## config.mk

```make
export PLATFORM = sky130hd
export DESIGN_NAME = clkdiv_ctrl_flat
export DESIGN_NICKNAME = d
export VERILOG_FILES = /design/src/rtl/clkdiv_ctrl_if.sv /design/src/rtl/clkdiv_ctrl.sv /design/src/flat_wrapper.sv
export SDC_FILE = /design/constraint.sdc
export NUM_CORES = 1
export LEC_CHECK = 0
export ABC_AREA = 1
export CAP_MARGIN = 20
export CORE_MARGIN = 2
export CORE_UTILIZATION = 45
export CTS_BUF_LIST = sky130_fd_sc_hd__clkbuf_8
export CTS_CLUSTER_SIZE = 14
export DETAILED_ROUTE_END_ITERATION = 10
export SKIP_CTS_REPAIR_TIMING = 1
export SKIP_LAST_GASP = 1
export SYNTH_ARGS = -nofsm -noshare
export SYNTH_HDL_FRONTEND = slang
export SYNTH_SLANG_ARGS = --single-unit
```

## constraint.sdc

```tcl
create_clock -name clk_in -period 7.3 [get_ports clk_in]
set_clock_uncertainty 0.05 [all_clocks]
set_input_delay 1.095 -clock clk_in [delete_from_list [all_inputs] [get_ports clk_in]]
set_output_delay 1.095 -clock clk_in [all_outputs]
set_load 0.005 [all_outputs]
```

## src/rtl/clkdiv_ctrl_if.sv

```systemverilog
// Control and status bundle of the clock divider: run/stop/step requests,
// divisor reconfiguration handshake and the divided-clock status outputs.
interface clkdiv_ctrl_if #(
  parameter int CNT_W = 32
);
  logic             start;
  logic             stop;
  logic             step;
  logic             cfg_valid;
  logic [CNT_W-1:0] cfg_div;
  logic             cfg_ready;
  logic             clk_out;
  logic             tick;
  logic             busy;
  logic [15:0]      periods;

  modport master (
    output start, stop, step, cfg_valid, cfg_div,
    input  cfg_ready, clk_out, tick, busy, periods
  );

  modport slave (
    input  start, stop, step, cfg_valid, cfg_div,
    output cfg_ready, clk_out, tick, busy, periods
  );
endinterface

```

## src/rtl/clkdiv_ctrl.sv

```systemverilog
// Programmable clock divider with free-run, glitch-free stop and single-period
// step modes; divisor changes while running are deferred to the next toggle.
module clkdiv_ctrl #(
  parameter int unsigned DEFAULT_DIV = 2500000,
  parameter int          CNT_W       = 32
) (
  input  logic         clk_in,
  input  logic         rst_n,
  clkdiv_ctrl_if.slave bus
);
  localparam logic [1:0] S_IDLE     = 2'd0;
  localparam logic [1:0] S_RUN      = 2'd1;
  localparam logic [1:0] S_STOPPING = 2'd2;
  localparam logic [1:0] S_STEP     = 2'd3;

  logic [1:0]       state_reg, state_next;
  logic [CNT_W-1:0] cnt_reg, cnt_next;
  logic [CNT_W-1:0] div_reg, div_next;
  logic [CNT_W-1:0] pend_reg, pend_next;
  logic             pend_valid_reg, pend_valid_next;
  logic             clk_out_reg, clk_out_next;
  logic             tick_reg, tick_next;
  logic [15:0]      periods_reg, periods_next;

  logic             terminal;
  logic             hs;
  logic             toggle;
  logic             go_idle;
  logic [CNT_W-1:0] cfg_val;

  // ">=" rather than "==" so a counter left beyond a shrunken divisor still wraps
  assign terminal = (cnt_reg >= (div_reg - CNT_W'(1)));
  assign hs       = bus.cfg_valid && !pend_valid_reg;
  assign cfg_val  = (bus.cfg_div == '0) ? CNT_W'(1) : bus.cfg_div;

  always_comb begin
    state_next      = state_reg;
    cnt_next        = cnt_reg;
    div_next        = div_reg;
    pend_next       = pend_reg;
    pend_valid_next = pend_valid_reg;
    clk_out_next    = clk_out_reg;
    tick_next       = 1'b0;
    periods_next    = periods_reg;
    toggle          = 1'b0;
    go_idle         = 1'b0;

    case (state_reg)
      S_IDLE: begin
        cnt_next     = '0;
        clk_out_next = 1'b0;
        if (hs) div_next = cfg_val;
        if (!bus.stop) begin
          if (bus.step)       state_next = S_STEP;
          else if (bus.start) state_next = S_RUN;
        end
      end
      S_RUN: begin
        if (bus.stop && !clk_out_reg) begin
          go_idle = 1'b1;
        end else begin
          toggle = terminal;
          // a stop landing on the falling edge itself can finish immediately
          if (bus.stop) begin
            if (terminal) go_idle = 1'b1;
            else          state_next = S_STOPPING;
          end
        end
      end
      S_STOPPING: begin
        if (terminal) begin
          toggle  = 1'b1;
          go_idle = 1'b1;
        end
      end
      S_STEP: begin
        // the end of the high phase closes the step without a tick
        if (terminal) begin
          if (clk_out_reg) go_idle = 1'b1;
          else             toggle  = 1'b1;
        end
      end
      default: go_idle = 1'b1;
    endcase

    if (state_reg != S_IDLE) begin
      cnt_next = terminal ? '0 : cnt_reg + CNT_W'(1);
    end

    if (toggle) begin
      clk_out_next = ~clk_out_reg;
      tick_next    = 1'b1;
      if (!clk_out_reg) periods_next = periods_reg + 16'd1;
    end

    if (go_idle) begin
      state_next   = S_IDLE;
      cnt_next     = '0;
      clk_out_next = 1'b0;
    end

    if ((toggle || go_idle) && pend_valid_reg) begin
      div_next        = pend_reg;
      pend_valid_next = 1'b0;
    end

    // pending is only parked when the block keeps running past this edge
    if (state_reg != S_IDLE && hs) begin
      if (go_idle) begin
        div_next = cfg_val;
      end else begin
        pend_next       = cfg_val;
        pend_valid_next = 1'b1;
      end
    end
  end

  always_ff @(posedge clk_in) begin
    if (!rst_n) begin
      state_reg      <= S_IDLE;
      cnt_reg        <= '0;
      div_reg        <= CNT_W'(DEFAULT_DIV);
      pend_reg       <= '0;
      pend_valid_reg <= 1'b0;
      clk_out_reg    <= 1'b0;
      tick_reg       <= 1'b0;
      periods_reg    <= '0;
    end else begin
      state_reg      <= state_next;
      cnt_reg        <= cnt_next;
      div_reg        <= div_next;
      pend_reg       <= pend_next;
      pend_valid_reg <= pend_valid_next;
      clk_out_reg    <= clk_out_next;
      tick_reg       <= tick_next;
      periods_reg    <= periods_next;
    end
  end

  assign bus.cfg_ready = ~pend_valid_reg;
  assign bus.clk_out   = clk_out_reg;
  assign bus.tick      = tick_reg;
  assign bus.busy      = (state_reg != S_IDLE);
  assign bus.periods   = periods_reg;
endmodule
```

## src/flat_wrapper.sv

```systemverilog
// flat-port wrapper written by rule: the top's interface ports become plain ports
module clkdiv_ctrl_flat 
#(
  parameter int unsigned DEFAULT_DIV = 2500000,
  parameter int          CNT_W       = 32
)
  (clk_in, rst_n, bus_start, bus_stop, bus_step, bus_cfg_valid, bus_cfg_div, bus_cfg_ready, bus_clk_out, bus_tick, bus_busy, bus_periods);
  clkdiv_ctrl_if #(.CNT_W(CNT_W)) bus_i ();
  input  logic clk_in;
  input  logic rst_n;
  input wire logic [$bits(bus_i.start)-1:0] bus_start;
  input wire logic [$bits(bus_i.stop)-1:0] bus_stop;
  input wire logic [$bits(bus_i.step)-1:0] bus_step;
  input wire logic [$bits(bus_i.cfg_valid)-1:0] bus_cfg_valid;
  input wire logic [$bits(bus_i.cfg_div)-1:0] bus_cfg_div;
  output wire logic [$bits(bus_i.cfg_ready)-1:0] bus_cfg_ready;
  output wire logic [$bits(bus_i.clk_out)-1:0] bus_clk_out;
  output wire logic [$bits(bus_i.tick)-1:0] bus_tick;
  output wire logic [$bits(bus_i.busy)-1:0] bus_busy;
  output wire logic [$bits(bus_i.periods)-1:0] bus_periods;
  assign bus_i.start = bus_start;
  assign bus_i.stop = bus_stop;
  assign bus_i.step = bus_step;
  assign bus_i.cfg_valid = bus_cfg_valid;
  assign bus_i.cfg_div = bus_cfg_div;
  assign bus_cfg_ready = bus_i.cfg_ready;
  assign bus_clk_out = bus_i.clk_out;
  assign bus_tick = bus_i.tick;
  assign bus_busy = bus_i.busy;
  assign bus_periods = bus_i.periods;
  clkdiv_ctrl #(.DEFAULT_DIV(DEFAULT_DIV), .CNT_W(CNT_W)) u_core (.clk_in(clk_in), .rst_n(rst_n), .bus(bus_i));
endmodule
```

Word level (Yosys, flattened, before mapping)
Index checks and enable logic that the tools add are counted.
{"block": "classes", "magnitude_cmp": 1, "bitwise_logic": 4, "reduce_logical": 17, "n_addsub": 3, "n_mux": 32, "eq_ne": 8}
{"cell": "$mux W32", "n": 9}
{"cell": "$add A32 B1 Y32 const B", "n": 1}
{"cell": "$ge A32 B32 Y1", "n": 1}
{"cell": "$logic_not A32 Y1", "n": 1}
{"cell": "$sub A32 B1 Y32 const B", "n": 1}
{"cell": "$add A16 B1 Y16 const B", "n": 1}
{"cell": "$mux W1", "n": 14}
{"cell": "$mux W2", "n": 6}
{"cell": "$ne A2 B2 Y1 const B", "n": 4}
{"cell": "$reduce_bool A2 Y1", "n": 4}
{"cell": "$pmux W1 S3", "n": 2}
{"cell": "$reduce_and A6 Y1", "n": 1}
{"cell": "$eq A2 B2 Y1 const B", "n": 2}
{"cell": "$logic_and A1 B1 Y1", "n": 4}
{"cell": "$not A1 Y1", "n": 4}
{"cell": "$pmux W2 S2", "n": 1}
{"cell": "$reduce_and A2 Y1", "n": 2}
{"cell": "$ne A3 B3 Y1 const B", "n": 1}
{"cell": "$eq A2 B1 Y1 const B", "n": 1}
{"cell": "$logic_not A1 Y1", "n": 2}
{"cell": "$logic_not A2 Y1", "n": 1}
{"cell": "$reduce_or A2 Y1", "n": 1}
{"cell": "$logic_or A1 B1 Y1", "n": 1}
{"block": "word_totals", "reg_bits": 117, "in_bits": 38, "output_inout_bits": 20, "word_cells": 73}

Logic depth before layout (Yosys ltp)
Gate-level depths: netlist (run 1).
{"block": "logic_depth", "depth_word": 11, "mapped_depth": 33}

Worst setup path before layout (run 1)
Ideal clock, no wire load.
{"block": "synth_timing", "path_kind": "reg-to-reg", "from": "reg u_core.div_reg[0]", "to": "reg u_core.div_reg[29]", "t_arrival_ns": 3.375, "path_buffers": 1, "slack_ns": 3.758, "path_stages_with_launch": 33, "required_ns": 7.133, "cell_sequence": "dfxtp_1 inv_1 ha_1 inv_1 nor2_4 inv_2 nor2_4 inv_2 nor2_4 nand3_4 nor2_4 nand4_2 nor2_2 nand3_2 nor2_2 xor2_1 inv_1 ha_1 nand2_1 nor2_1 nand2_1 inv_1 a21oi_2 nand2_4 nand2_2 nand2_1 nand2_2 nand3_2 nand2_2 buf_2 nand2_1 a21oi_1 nor2_1"}
{"block": "synth_between", "elab_chain_cells": 11, "elab_cells_between_ends": 15, "cone_classes": "1 x add/sub; 1 x order compare; 11 x mux; 2 x reduce/logical"}
{"element": "start: declaration", "line": "clkdiv_ctrl.sv:18", "rtl": "logic [CNT_W-1:0] div_reg, div_next;"}
{"element": "start signal: assignment", "line": "clkdiv_ctrl.sv:122", "rtl": "div_reg <= CNT_W'(DEFAULT_DIV);"}
{"element": "start signal: assignment", "line": "clkdiv_ctrl.sv:131", "rtl": "div_reg <= div_next;"}
{"element": "$sub A32 B1 Y32 *", "line": "clkdiv_ctrl.sv:32", "rtl": "assign terminal = (cnt_reg >= (div_reg - CNT_W'(1)));"}
{"element": "$ge A32 B32 Y1 *", "line": "clkdiv_ctrl.sv:32"}
{"element": "$mux W1", "line": "clkdiv_ctrl.sv:65, clkdiv_ctrl.sv:71"}
{"element": "$mux W1", "line": "clkdiv_ctrl.sv:64", "rtl": "if (bus.stop) begin"}
{"element": "$mux W1", "line": "clkdiv_ctrl.sv:59", "rtl": "if (bus.stop && !clk_out_reg) begin"}
{"element": "$pmux W1 S3", "line": "clkdiv_ctrl.sv:48", "rtl": "case (state_reg)"}
{"element": "$logic_or A1 B1 Y1", "line": "clkdiv_ctrl.sv:102", "rtl": "if ((toggle || go_idle) && pend_valid_reg) begin"}
{"element": "$logic_and A1 B1 Y1", "line": "clkdiv_ctrl.sv:102"}
{"element": "$mux W32", "line": "clkdiv_ctrl.sv:102"}
{"element": "$mux W32", "line": "clkdiv_ctrl.sv:109", "rtl": "if (go_idle) begin"}
{"element": "$mux W32 *", "line": "clkdiv_ctrl.sv:108", "rtl": "if (state_reg != S_IDLE && hs) begin"}
Mark *: on every way between the ends. The rest lies on a longest branch, timed or not.
A chain may end at the register's enable or synchronous reset.

Worst setup path after layout (run 1)
{"block": "layout_timing", "from": "reg u_core.div_reg[0]", "to": "reg u_core.div_reg[1]"}
Same word-level chain as after synthesis.

==> results of run 1 <==
## path summary, 6_finish.rpt
check | from | to | slack (ns) | cells past startpoint
worst max register to register | u_core.div_reg[0] | u_core.div_reg[1] | 2.23 | 32
worst max-delay path | u_core.div_reg[0] | u_core.div_reg[1] | 2.23 | 32
worst min register to register | u_core.cnt_reg[0] | u_core.cnt_reg[0] | 0.41 | 1
worst min-delay path | u_core.cnt_reg[0] | u_core.cnt_reg[0] | 0.41 | 1
## through the flow
| stage | power, mW | hold WS (ns) |
|---|---|---|
| 2_1_floorplan | 0.931 | 0.379 |
| 3_3_place_gp | 1.02 | 0.389 |
| 3_5_place_dp | 1.02 | 0.401 |
| 4_1_cts | 1.63 | 0.411 |
| 5_1_grt | 1.70 | 0.431 |
| 6_report | 1.61 | 0.408 |
## layout by cell type, fill, tap and decap left out, drive strengths merged, types with 5 or more instances in the layout
master | netlist | layout
a21oi | 66 | 66
a31oi | 10 | 10
buf | 20 | 5
clkbuf | 18 | 21
clkdlybuf4s50 | 0 | 56
dfxtp | 117 | 117
ha | 35 | 35
inv | 135 | 136
nand2 | 248 | 248
nand3 | 69 | 69
nand4 | 21 | 21
nor2 | 110 | 110
nor3 | 30 | 30
nor4 | 23 | 23
o211ai | 8 | 8
o21ai | 71 | 71
or2 | 11 | 11
xnor2 | 10 | 10
xor2 | 36 | 36
## critical path: cells and delay by family (launching register included)
family	cells	cell delay, ns
xor+xnor	1	0.17
simple gates	21	3.24
buf+inv	7	0.53
fa+ha+maj	2	0.47
flops	1	0.30
compound gates	1	0.22
## routing by layer
metal	wire length, µm	track usage, %
met2	8030	32.8
met1	9420	31.4
met3	846	4.71
met4	425	7.67
met5	0	0
## cell usage after synthesis (all sizes together)
library cell	number	area (µm²)
dfxtp	117	2340
o22ai	1	6.26
o21ai	71	355
or2	11	68.8
nand4	21	174
or4	2	15.0
nor2	110	517
clkbuf	18	68.8
o21bai	3	22.5
o211ai	8	65.1
o221ai	1	8.76
inv	135	507
xor2	36	315
nor4	23	150
nor3	30	193
and3	3	18.8
clkinv	1	3.75
buf	20	140
nor3b	2	15.0
a31oi	10	62.6
a21o	2	15.0
xnor2	10	87.6
nand3	69	385
nand2	248	981
o211a	1	10.0
o31ai	1	7.51
o21a	2	15.0
mux2i	1	10.0
a21oi	66	334
ha	35	438
## logic make-up after synthesis
logic type / count (synthesis) / synth area share, %
AND/OR/NAND/NOR: 519 / 34.3
AO/OA/AOI/OAI: 166 / 12.3
flip-flops: 117 / 31.9
multiplexers: 1 / 0.137
buffers and inverters: 174 / 9.81
adder cells (fa/ha/maj): 35 / 5.97
XOR/XNOR: 46 / 5.49
## area by class of cell
type                       count  area [µm²]  share of cell area [%]
clock inverter                 9         104                    1.24
tap                          216         270                    3.22
clock buffer                  21         289                    3.45
multi-input combinational    767        4280                    51.0
sequential                   117        2340                    27.9
timing repair buffer          61         596                    7.10
inverter                     136         510                    6.09
## power groups by stage
stage / registers, mW / logic (mW) / clock network [mW]
after floorplan: 0.711 / 0.220 / 0
after global placement: 0.721 / 0.297 / 0
after detailed placement: 0.721 / 0.298 / 0
after CTS: 0.707 / 0.299 / 0.625
after global routing: 0.712 / 0.340 / 0.646
final: 0.708 / 0.299 / 0.607
==> impl_metrics.json, run 1 <==
{
  "totalWireLength_um": 18700,
  "drcViolationCount": 0,
  "io_buffers": 57,
  "die_x_um": 132,
  "status": "complete, no violations",
  "seq_power_share_pct": 43.9,
  "cpPeakStageDelay_ns": 0.85,
  "crit_path_top_delay_cell": "nand2_2",
  "antenna_found_initial": 0,
  "final_hold_viol_count": 0,
  "critPathRequiredTime_ns": 7.63,
  "place_ws_ns": 2.28,
  "netlist-cell-type-count": 50,
  "clkPwrFrac_pct": 37.6,
  "setup_violations": 0,
  "root_buffer": "clkbuf_8",
  "die_h_um": 132,
  "ys_ff_latch": 117,
  "synth_warnings": 0,
  "swShare_pct": 30.8,
  "die-area_um2": 17300,
  "cts.path.max_buffers": 2,
  "first_iter_violations": 494,
  "crit_arrival_ns": 5.40,
  "areaGrowthSynthToFinish_pct": 14.4,
  "fill_cells": 1660,
  "cts_made_buffers": 17,
  "maxSlewViolCount": 0,
  "start_kind": "register",
  "fin_setup_tns_ns": 0,
  "p_leak_nw": 3.49,
  "clock_latency_ns": 0.44,
  "num_rows": 46,
  "cp-end-kind": "register",
  "rsz0062_at_grt": "false",
  "cts_tree": "built",
  "gr-usage-all-layers_pct": 22.0,
  "syn_area_um2": 7330,
  "critPathKind": "reg -> reg",
  "fin_util_pct": 52.8,
  "hold_path_class": "reg -> reg",
  "period_needed_ns": 5.07,
  "p_int_mw": 1.12,
  "p_comb_share_pct": 18.5,
  "synthCells": 1058,
  "post_drt_wl_per_cell_um": 14.1,
  "cpMostUsedCell": "inv_1",
  "cts.sinks": 117,
  "diodes": 0,
  "slew_headroom_pct": 28.7,
  "synth_fp_nets": 1131,
  "grt-ovfl-total": 0,
  "grt_pass1_vias": 6143,
  "synth-seq-area-share_pct": 31.9,
  "fin_crit_sh_pct": 69.5,
  "grt_pass1_wl_um": 31100,
  "dp_cells": 1297,
  "worst_slack_ns": 2.23,
  "p_sw_uw": 496,
  "stdcell_count": 1327,
  "power_density_nw_per_um2": 192,
  "core_um2": 15900,
  "max_freq_ghz": 0.197,
  "grt_max_degree": 60,
  "worstMarginPinSlew_ns": 1.07,
  "ant_nets": 0,
  "placed_area_um2": 7990,
  "nNetsFinal": 1173,
  "place_hpwl_um": 13300,
  "final_cell_area_um2": 8390,
  "h-tree-depth": 4,
  "maxCapViolCount": 0,
  "boundaryPins": 58,
  "gp_congestion": 0.873,
  "irDropWorstVdd_v": 0.000121,
  "cp_max_fo": 40,
  "drive_above_1_share_pct": 8.91,
  "viasPerCell": 5.10,
  "floorplan.initialDensity_pct": 46.2,
  "vias": 6767,
  "path_clk_slew_ns": 0.07,
  "dr.pass1.iters": 5,
  "syn_avg_cell_area_um2": 6.93
}
Power figures use the tool's default switching activity.
==> run 2: changes to the inputs <==
- clock period: 7.3 -> 4.8 ns (I/O delays scaled with it)
==> run 2 against run 1 <==
Sequential share of layout area is 0.19 points lower. First-iteration DRC count is 8.1% lower. Global-route usage is 0.85 points higher. Die area stayed put. Combinational power is 56% higher. Critical path type unchanged. Critical endpoint is now u_core.pend_reg[4]. Largest power group unchanged.
==> impl_metrics.json, run 2 (synthesis results as in run 1) <==
{
  "die_x_um": 132,
  "totalWireLength_um": 19200,
  "rsz0062_at_grt": "false",
  "critPathKind": "reg -> reg",
  "io_buffers": 57,
  "boundaryPins": 58,
  "diodes": 0,
  "final_cell_area_um2": 8440,
  "period_needed_ns": 4.15,
  "die-area_um2": 17300,
  "core_um2": 15900,
  "slew_headroom_pct": 58.7,
  "crit_path_top_delay_cell": "dfxtp_1",
  "fill_cells": 1623,
  "nNetsFinal": 1179,
  "first_iter_violations": 454,
  "gr-usage-all-layers_pct": 22.9,
  "grt-ovfl-total": 0,
  "hold_path_class": "reg -> reg",
  "path_clk_slew_ns": 0.08,
  "place_ws_ns": 0.489,
  "status": "complete, no violations",
  "viasPerCell": 5.08,
  "start_kind": "register",
  "h-tree-depth": 4,
  "endpoint": "u_core.pend_reg[4]",
  "timing.rr.start": "u_core.div_reg[0]",
  "worst_slack_ns": 0.651,
  "r2r-end": "u_core.pend_reg[4]",
  "fin_setup_tns_ns": 0,
  "cpPeakStageDelay_ns": 0.30,
  "cts.path.max_buffers": 2,
  "cp_max_fo": 27,
  "dr.pass1.iters": 5,
  "ant_nets": 0,
  "antenna_found_initial": 0,
  "grt_pass1_vias": 6232,
  "whs_path_depth": 2,
  "final_hold_viol_count": 0,
  "fin_crit_sh_pct": 86.4,
  "layout_common_cells": "nand2_1 (234), inv_1 (121), dfxtp_1 (117)",
  "gp_congestion": 0.896,
  "irDropWorstVdd_v": 0.000207,
  "cts_tree": "built",
  "crit_arrival_ns": 4.48,
  "post_drt_wl_per_cell_um": 14.4,
  "areaGrowthSynthToFinish_pct": 15.2,
  "placed_area_um2": 8050,
  "clock_latency_ns": 0.46,
  "layout_commonest_cell": "nand2_1",
  "num_rows": 46,
  "r2r_slack_ns": 0.65,
  "vias": 6780,
  "place_hpwl_um": 13700,
  "max_freq_ghz": 0.241,
  "worstMarginPinSlew_ns": 0.618,
  "maxSlewViolCount": 0,
  "drcViolationCount": 0,
  "power_density_nw_per_um2": 290,
  "cp-end-kind": "register",
  "fin_util_pct": 53.2,
  "cts.sinks": 117,
  "p_leak_nw": 3.52,
  "die_h_um": 132,
  "grt_max_degree": 60,
  "maxCapViolCount": 0,
  "grt_pass1_wl_um": 32100,
  "root_buffer": "clkbuf_8",
  "floorplan.initialDensity_pct": 46.2,
  "drive_above_1_share_pct": 9.65,
  "reg2reg_depth": 33,
  "critPathRequiredTime_ns": 5.13,
  "cts_made_buffers": 17,
  "setup_violations": 0,
  "startpoint": "u_core.div_reg[0]"
}
[run 2: cell types whose count changed in the layout (fill, tap and decap cells not counted)]
cell / delta
clkbuf_8: -3
inv_4: +1
bufinv_16: -1
inv_2: -1
buf_4: +5
inv_1: -1
inv_6: +5
inv_8: +1
buf_12: +1
clkinv_4: +4
clkinv_2: -2
clkinvlp_4: -1
[run 2: power by group]
part	total [mW]	switching, mW	internal (mW)	leakage [nW]
Sequential	1.08	0.0496	1.03	0.951
Combinational	0.465	0.295	0.169	2.38
Clock	0.911	0.474	0.436	0.189
[run 2: final cells by class]
| class | instances | area [µm²] | area share [%] |
|---|---|---|---|
| sequential | 117 | 2340 | 27.7 |
| multi-input combinational | 767 | 4280 | 50.6 |
| inverter | 136 | 513 | 6.07 |
| clock buffer | 18 | 248 | 2.93 |
| tap | 216 | 270 | 3.20 |
| clock inverter | 14 | 143 | 1.69 |
| timing repair buffer | 67 | 653 | 7.73 |
[run 2: how the worst min path moves through the flow]
stage / start / to
after floorplan: u_core.cnt_reg[0] / u_core.cnt_reg[0]
after global placement: u_core.cnt_reg[0] / u_core.cnt_reg[0]
after detailed placement: u_core.pend_reg[29] / u_core.pend_reg[29]
after CTS: u_core.pend_reg[29] / u_core.pend_reg[29]
after global routing: u_core.pend_reg[25] / u_core.pend_reg[25]
final: u_core.pend_reg[29] / u_core.pend_reg[29]
[run 2: stage by stage]
stage / hold slack (ns) / power (mW) / cells
finish: 0.410 / 2.45 / 1335
detailed placement: 0.399 / 1.56 / 1303
global placement: 0.392 / 1.56 / 1303
floorplan: 0.379 / 1.42 / 1058
global route: 0.435 / 2.59 / 1335
CTS: 0.410 / 2.47 / 1335
[run 2: critical path: cells and delay by family (launching register included)]
family | cells | cell delay, ns
flip-flops | 1 | 0.30
AND/OR/NAND/NOR | 18 | 1.68
XOR/XNOR | 1 | 0.15
AO/OA/AOI/OAI | 3 | 0.38
buffers and inverters | 9 | 1.03
adder cells (fa/ha/maj) | 2 | 0.48
[run 2: per-layer routing]
layer / part of all wire (%) / track usage, % / up-vias
met3: 4.3 / 4.94 / 26
met1: 50 / 32.7 / 3028
met4: 2.1 / 7.43 / 0
met5: 0 / 0 / -
li1: - / - / 3573
met2: 43 / 34.1 / 153
==> run 3: changes to the inputs <==
- CORE_UTILIZATION: 45 -> 40
- CTS_CLUSTER_DIAMETER: default -> 120
==> run 3 against run 2 <==
Cell count grew 0.97%. Setup slack lost 0.062 ns. Sequential share of layout area shrank 0.13 points. Clock-buffer cell count is the same. Cell area grew 0.46%. Largest cell class unchanged. Fmax shrank 1.5%. Hold slack gained 0.0036 ns.
==> impl_metrics.json, run 3 (synthesis results as in run 1) <==
{
  "grt_pass1_wl_um": 31600,
  "core_um2": 18000,
  "ff_latch_area_um2": 2340,
  "period_needed_ns": 4.21,
  "reg2reg_depth": 32,
  "clock_latency_ns": 0.45,
  "hold_path_class": "reg -> reg",
  "fill_cells": 1838,
  "start_kind": "register",
  "irDropWorstVdd_v": 0.000249,
  "r2r_slack_ns": 0.59,
  "whs_endpoint": "u_core.cnt_reg[0]",
  "path_clk_slew_ns": 0.08,
  "dp_cells": 1317,
  "crit_arrival_ns": 4.52,
  "antenna_found_initial": 0,
  "holdWs_ns": 0.414,
  "finalPower_mw": 2.48,
  "boundaryPins": 58,
  "ant_nets": 0,
  "nNetsFinal": 1180,
  "maxCapViolCount": 0,
  "die_x_um": 139,
  "fin_crit_sh_pct": 87.7,
  "post_drt_wl_per_cell_um": 14.2,
  "die_h_um": 139,
  "multi_input_area_um2": 4280,
  "cts_tree": "built",
  "max_freq_ghz": 0.237,
  "startpoint": "u_core.div_reg[0]",
  "crit_path_top_delay_cell": "dfxtp_1",
  "grt_pass1_vias": 6144,
  "io_buffers": 57,
  "dr.pass1.iters": 5,
  "drive_above_1_share_pct": 9.65,
  "gp_congestion": 0.852,
  "critPathKind": "reg -> reg",
  "first_iter_violations": 494,
  "timing.rr.start": "u_core.div_reg[0]",
  "status": "complete, no violations",
  "viasPerCell": 5.01,
  "floorplan.initialDensity_pct": 40.8,
  "vias": 6757,
  "fin_setup_tns_ns": 0,
  "grt_max_degree": 58,
  "min_from": "u_core.cnt_reg[0]",
  "power_density_nw_per_um2": 292,
  "stdcell_count": 1348,
  "cts.path.max_buffers": 2,
  "h-tree-depth": 4,
  "critPathRequiredTime_ns": 5.11,
  "diodes": 0,
  "num_rows": 49,
  "p_leak_nw": 3.54,
  "drcViolationCount": 0,
  "rsz0062_at_grt": "false",
  "totalWireLength_um": 19100,
  "place_hpwl_um": 14100,
  "die-area_um2": 19400,
  "gr-usage-all-layers_pct": 19.9,
  "cpPeakStageDelay_ns": 0.30,
  "layout_commonest_cell": "nand2_1",
  "grt-ovfl-total": 0,
  "final_hold_viol_count": 0,
  "layout_common_cells": "nand2_1 (234), inv_1 (121), dfxtp_1 (117)",
  "cp-end-kind": "register",
  "worstMarginPinSlew_ns": 0.711,
  "maxSlewViolCount": 0,
  "cts_made_buffers": 17,
  "setup_violations": 0,
  "cts.sinks": 117,
  "r2r-end": "u_core.div_reg[25]",
  "slew_headroom_pct": 52.5,
  "whs_path_depth": 1,
  "areaGrowthSynthToFinish_pct": 15.7,
  "root_buffer": "clkbuf_8",
  "cp_max_fo": 38
}
[run 3: how the worst max path moves through the flow]
stage,to,slack (ns)
4_1_cts,u_core.div_reg[1],0.57
5_1_grt,u_core.pend_reg[7],0.12
2_1_floorplan,u_core.div_reg[29],1.26
6_report,u_core.div_reg[25],0.59
3_5_place_dp,u_core.div_reg[25],0.59
3_3_place_gp,u_core.div_reg[24],0.68
[run 3: stage by stage]
stage          util, %  worst slack [ns]  instance area (µm²)
4_1_cts           47.2             0.571                 8480
3_3_place_gp      45.0             0.685                 8090
3_5_place_dp      45.0             0.591                 8090
2_1_floorplan        -              1.26                 7330
6_report          47.2             0.588                 8480
5_1_grt           47.2             0.119                 8480
[run 3: power breakdown]
group	switching, mW	internal (mW)
sequential	0.0506	1.03
clock	0.461	0.480
combinational	0.291	0.170
total	0.803	1.68
[run 3: cell type report]
cell class                      count  share of cell area (%)
Tap cell                          229                    3.38
Inverter                          136                    6.02
Timing Repair Buffer               68                    7.94
Clock inverter                     13                    1.74
Clock buffer                       18                    2.92
Sequential cell                   117                    27.6
Multi-Input combinational cell    767                    50.4
[run 3: metal layers]
metal	GRT usage [%]	vias to the layer above	wire, µm
li1	-	3566	-
met2	30.4	131	8280
met3	3.96	19	796
met4	4.78	0	242
met1	28.9	3041	9790
met5	0	-	0
[run 3: worst max-delay path: cells and delay by family, from the launching register on]
family | cells | cell delay (ns)
buf+inv | 7 | 0.70
fa+ha+maj | 2 | 0.47
xor+xnor | 1 | 0.14
simple gates | 22 | 2.42
flops | 1 | 0.30
